File: config.mk
export PLATFORM = sky130hd
export DESIGN_NAME = ascon_perm_core
export DESIGN_NICKNAME = d
export VERILOG_FILES = /design/src/rtl/ascon_perm_core.sv
export SDC_FILE = /design/constraint.sdc
export NUM_CORES = 2
export LEC_CHECK = 0
export CAP_MARGIN = 20
export CORE_AREA = 4 4 262 264
export CTS_CLUSTER_DIAMETER = 30
export DETAILED_ROUTE_END_ITERATION = 6
export DIE_AREA = 0 0 266 268
export GPL_ROUTABILITY_DRIVEN = 0
export HOLD_SLACK_MARGIN = 0.15
export PLACE_DENSITY = 0.77
export SYNTH_ARGS = -nofsm -noshare
export SYNTH_HDL_FRONTEND = slang
export SYNTH_SLANG_ARGS = --single-unit
export TNS_END_PERCENT = 50
File: constraint.sdc
create_clock -name clk -period 13.9 [get_ports clk]
set_clock_uncertainty 0.1 [all_clocks]
set_input_delay 4.17 -clock clk [delete_from_list [all_inputs] [get_ports clk]]
set_output_delay 4.17 -clock clk [all_outputs]
set_load 0.01 [all_outputs]
File: src/rtl/ascon_perm_core.sv
// rtl/ascon_perm_core.sv - Ascon 320-bit state register and one-round-per-clock permutation engine
module ascon_perm_core #(
    parameter logic [63:0] IV = 64'h80400c0600000000
) (
    input  logic         clk,
    input  logic         rst,
    input  logic [127:0] reg0_128b,
    input  logic [127:0] reg1_128b,
    input  logic [2:0]   operation_mode,
    input  logic         operation_ready,
    input  logic         state_shift_en,
    input  logic [2:0]   state_shift_sel,
    input  logic         state_shift_lsb,
    output logic [63:0]  S_0_reg,
    output logic [63:0]  S_1_reg,
    output logic [63:0]  S_2_reg,
    output logic [63:0]  S_3_reg,
    output logic [63:0]  S_4_reg,
    output logic         busy,
    output logic         done
);

    typedef enum logic [1:0] {
        ST_IDLE = 2'd0,
        ST_RUN  = 2'd1,
        ST_DONE = 2'd2
    } state_t;

    state_t      state;
    state_t      state_nxt;
    logic        ready_q;
    logic        start;
    logic [3:0]  rnd;
    logic [3:0]  rnd_start;
    logic        mode_round;
    logic        mode_init;
    logic        last_round;
    logic [7:0]  rc;

    // Round datapath: a* after input mixing, b* after chi, c* after output fixup, r* after linear layer
    logic [63:0] a0, a1, a2, a3, a4;
    logic [63:0] b0, b1, b2, b3, b4;
    logic [63:0] c0, c1, c2, c3, c4;
    logic [63:0] r0, r1, r2, r3, r4;

    function automatic logic [63:0] ror64(input logic [63:0] x, input int n);
        return (x >> n) | (x << (64 - n));
    endfunction

    assign start      = operation_ready & ~ready_q;
    assign mode_init  = (operation_mode == 3'b100);
    assign last_round = (rnd == 4'd11);
    assign rc         = 8'hf0 - ({4'b0000, rnd} * 8'h0f);
    assign done       = (state == ST_DONE);

    // Decode the requested permutation into its first round index (12 - number of rounds)
    always_comb begin
        rnd_start  = 4'd0;
        mode_round = 1'b0;
        case (operation_mode)
            3'b001: begin rnd_start = 4'd0; mode_round = 1'b1; end
            3'b010: begin rnd_start = 4'd4; mode_round = 1'b1; end
            3'b011: begin rnd_start = 4'd6; mode_round = 1'b1; end
            default: begin rnd_start = 4'd0; mode_round = 1'b0; end
        endcase
    end

    // Constant addition folded into x2 before the x2 ^= x1 step
    assign a0 = S_0_reg ^ S_4_reg;
    assign a1 = S_1_reg;
    assign a2 = S_2_reg ^ {56'd0, rc} ^ S_1_reg;
    assign a3 = S_3_reg;
    assign a4 = S_4_reg ^ S_3_reg;

    assign b0 = a0 ^ (~a1 & a2);
    assign b1 = a1 ^ (~a2 & a3);
    assign b2 = a2 ^ (~a3 & a4);
    assign b3 = a3 ^ (~a4 & a0);
    assign b4 = a4 ^ (~a0 & a1);

    assign c0 = b0 ^ b4;
    assign c1 = b1 ^ b0;
    assign c2 = ~b2;
    assign c3 = b3 ^ b2;
    assign c4 = b4;

    assign r0 = c0 ^ ror64(c0, 19) ^ ror64(c0, 28);
    assign r1 = c1 ^ ror64(c1, 61) ^ ror64(c1, 39);
    assign r2 = c2 ^ ror64(c2, 1)  ^ ror64(c2, 6);
    assign r3 = c3 ^ ror64(c3, 10) ^ ror64(c3, 17);
    assign r4 = c4 ^ ror64(c4, 7)  ^ ror64(c4, 41);

    // FSM state register
    always_ff @(posedge clk or posedge rst) begin
        if (rst) begin
            state <= ST_IDLE;
        end else begin
            state <= state_nxt;
        end
    end

    // FSM next state: reserved/none modes leave the FSM idle even on a start edge
    always_comb begin
        state_nxt = state;
        case (state)
            ST_IDLE: begin
                if (start && mode_round) begin
                    state_nxt = ST_RUN;
                end else if (start && mode_init) begin
                    state_nxt = ST_DONE;
                end
            end
            ST_RUN: begin
                if (last_round) begin
                    state_nxt = ST_DONE;
                end
            end
            ST_DONE: state_nxt = ST_IDLE;
            default: state_nxt = ST_IDLE;
        endcase
    end

    // State words, round counter, busy flag and start-edge history
    always_ff @(posedge clk or posedge rst) begin
        if (rst) begin
            ready_q <= 1'b0;
            busy    <= 1'b0;
            rnd     <= 4'd0;
            S_0_reg <= 64'd0;
            S_1_reg <= 64'd0;
            S_2_reg <= 64'd0;
            S_3_reg <= 64'd0;
            S_4_reg <= 64'd0;
        end else begin
            ready_q <= operation_ready;
            case (state)
                ST_IDLE: begin
                    if (start && mode_round) begin
                        busy <= 1'b1;
                        rnd  <= rnd_start;
                    end else if (start && mode_init) begin
                        S_0_reg <= IV;
                        S_1_reg <= reg0_128b[127:64];
                        S_2_reg <= reg0_128b[63:0];
                        S_3_reg <= reg1_128b[127:64];
                        S_4_reg <= reg1_128b[63:0];
                    end else if (!start && state_shift_en) begin
                        // Any start edge, even an ignored mode, takes priority over a shift strobe
                        case (state_shift_sel)
                            3'd0: S_0_reg <= {S_0_reg[62:0], state_shift_lsb};
                            3'd1: S_1_reg <= {S_1_reg[62:0], state_shift_lsb};
                            3'd2: S_2_reg <= {S_2_reg[62:0], state_shift_lsb};
                            3'd3: S_3_reg <= {S_3_reg[62:0], state_shift_lsb};
                            3'd4: S_4_reg <= {S_4_reg[62:0], state_shift_lsb};
                            default: ;
                        endcase
                    end
                end
                ST_RUN: begin
                    S_0_reg <= r0;
                    S_1_reg <= r1;
                    S_2_reg <= r2;
                    S_3_reg <= r3;
                    S_4_reg <= r4;
                    rnd     <= rnd + 4'd1;
                    if (last_round) begin
                        busy <= 1'b0;
                    end
                end
                default: ;
            endcase
        end
    end

endmodule

==> summary.md <==
| Metric | Value |
|---|---|
| Dominant register cell in the synthesized netlist | dfrtp_1 |
| First-pass GRT wire length | 219900 um |
| Standard-cell rows | 95 |
| Port Buffer Count | 588 |
| Grt ovf | 0 |
| Mean Syn Cell Area | 9.062 um2 |
| Clock tree sinks | 328 |
| Startpoint kind of the worst setup timing path | primary input |
| RSZ-0062 raised after global routing | no |
| Clk root buf | clkbuf_16 |
| Cell-by-cell trace of the critical path | clkdlybuf4s50_1 -> nor2b_1 -> nand3_4 -> a31oi_2 -> o41a_2 -> buf_4 -> nor2_1 -> a221oi_1 |
| Fin Setup TNS | 0 ns |
| Instance count of the mapped netlist | 3622 |
| Violated checks | DRC |
| Number of storage elements in the synthesis netlist | ~330 |
| Critical Path Source | operation_ready |
| Ys async rst share | 100.0% |
| Global router's overall resource usage | between 40% and 50% |
| Setup repair bufs after CTS | 0 |
| Slew @ Worst Pin | 1.331 ns |
| Hpwl dp | approximately 120000 um |
| Buffer depth of the longest clock path | 3 |
| Proportion of layout cells with a drive suffix above 1 | 5.703% |
| Number of setup violations in the final report | 0 |
| Post-synthesis share of cell area spent on xor and xnor gates | between 30 and 40% |
| Post-layout nets | 4549 |
| Min cycle time layout | between 7 and 8 ns |
| Worst hold path stage count | 2 |
| Adder-Cell Fraction of Synth Area | 6.328% |
| CP Depth | 8 |
| Slowest cell delay on critical path | 0.68 ns |
| Maximum clock frequency | 138.3 MHz |
| Area of the mapped netlist | 0.03282 mm2 |
| Total via count in the routed design | 32950 |
| Arrival time reported for the critical path endpoint | 7.68 ns |
| Number of synthesis warnings | 0 |
| Setup crit end kind | flip-flop |
| Final hold violation count | 0 |
| Multiplexer share of the synthesized area | 2.177% |
| Hold-fix buffers, CTS | 0 |
| Number of DRC markers in iteration 0 | around 5200 |
| Number of antenna violations at the first check in global routing | 11 |
| Data required time at the worst endpoint | around 14 ns |
| Remaining routing DRC violations | 358 |
| Sequential element share of the synthesized area | 25.01% |
| Pin count of the biggest net entering global routing | 231 |
| Unique cell type count in the Yosys netlist | 56 |
| Post-route fraction of the period consumed by the critical path | 52.01% |
| Count of cells along the worst register-to-register path | 16 |
| Clock-pin slew of the registers on the worst-case setup and hold paths | 0.05 ns |
| Number of primary I/O pins | 589 |
| Hold wc startpoint | busy |
| Post-Synth Simple-Gate Area | 11.96% |
| Area fraction of the dominant cell type after synthesis | 25.01% |
| Count of flip-flops with a built-in enable after synthesis | 0 |
| Die width | roughly 270 um |
| Cell types with the highest counts after synthesis | nand2_1 (751), xnor2_1 (412), o21ai_0 (345), dfrtp_1 (328), a21oi_1 (238) |
| Buffers plus inverters on the worst setup path | 2 |
| Number of maximum-capacitance violations | 0 |
| First-pass iteration count of the detailed router | 7 |
| Via-to-Cell Ratio | 6.478 |
| Number of nets produced by synthesis | 4042 |
| Most instantiated library cell after synthesis | nand2_1 |
| Final number of max-transition violations | 0 |
| Number of clock buffers inserted by TritonCTS | 94 |
| Total Die Area | 0.07129 mm2 |
| Number of global-route vias before repair | 31620 |
| Hold crit path type | reg -> reg |
| Wirelength per Cell | just over 30 um |
| H-Tree Depth | 3 |
| Main combinational cell family by area after synthesis | XOR/XNOR gates |
| Classification of the worst setup path | in -> reg |
| Launch instance of the worst register-to-register path | rnd[2] |
| Starting utilization of the core area | 49.31% |
| Max-slew headroom at the worst pin | between 10% and 20% |
| Die Y-Extent | 268 um |
| Crit-path leading delay family | compound AO/OA/AOI/OAI gates |
| Area added between synthesis and finish | 30.05% |
| Top cell type by total area after synthesis | dfrtp_1 |
| CTS tree | done |
| Compound-Gate Fraction of Synth Area | 15.61% |
| Slowest stage cell, crit path | buf_4 |
| Largest cells by area after synthesis | dfrtp_1 (25%), xnor3_1 (14%), xnor2_1 (11%) |
| Post-Route WL | 156900 um |
| Number of antenna-violating nets in the routed design | 0 |
| Post-cts sizing count | 0 |
| Area of the core region | 0.06656 mm2 |
| Result of the run | complete, but fails checks |
| Latest clock arrival within the worst-skew pair | 0.69 ns |
| Largest fanout on the critical path | 74 |
==> cells by family after synthesis <==
family,count (synthesis)
simple gates,962
compound gates,869
xor+xnor,858
buf+inv,368
flops,328
fa+ha+maj,167
mux,70
==> worst paths after layout <==
| kind | slack, ns | end |
|---|---|---|
| worst max-delay path | 6.67 | S_0_reg[33] |
| worst min-delay path | 0.42 | busy |
| worst min register to register | 0.42 | busy |
| worst max register to register | 8.53 | S_3_reg[6] |
| min in group asynchronous | 3.89 | S_2_reg[54] |
| max in group asynchronous | 8.03 | S_3_reg[17] |
==> final cells by class <==
| type | instances | area (um2) |
|---|---|---|
| fill | 5342 | 23880 |
| multi-input combinational | 2926 | 23270 |
| sequential | 328 | 8208 |
| timing repair buffer | 618 | 6172 |
| clock buffer | 121 | 2625 |
| tap | 873 | 1092 |
| clock inverter | 54 | 693.2 |
| inverter | 161 | 611.8 |
| antenna | 6 | 15.01 |
==> layout by cell type, fill, tap and decap left out, types with 47 or more instances in the layout <==
cell             count
o21ai_0            345
ha_1               150
nor2_1              76
o211ai_1           139
xnor3_1            209
a211oi_1            56
xor3_1              51
a21o_1              47
nand2_1            751
xor2_1             162
xnor2_1            412
dfrtp_1            328
inv_1              160
clkbuf_16           95
a21oi_1            238
clkdlybuf4s50_1    588
mux2i_1             68
==> layer usage <==
metal,vias up,track usage (%),part of all wire [%]
met5,-,6.131,0.25
met4,18,32.99,10
met3,905,20.79,15
met2,2857,61.50,42
met1,15720,47.39,33
li1,13460,-,-
==> per-stage QoR <==
stage	worst slack (ns)	area, um2	cells	hold WS, ns	util [%]
2_1_floorplan	0.5469	32820	3622	0.4304	-
3_3_place_gp	6.152	39270	4899	0.3979	59.00
3_5_place_dp	6.063	39270	4899	0.4122	59.00
4_1_cts	6.693	42590	5074	0.4261	63.99
5_1_grt	6.422	42670	5083	0.4522	64.11
6_report	6.671	42680	5087	0.4247	64.12
==> tightest hold or removal path: stages (launching register included) <==
cell and delay, ns:
dfrtp_1 0.34, o21ai_0 0.09, nand2_1 0.07
Power is left out: the tool's default activity adds up to more than one toggle a clock period on the data nets, which glitch-free logic cannot reach.
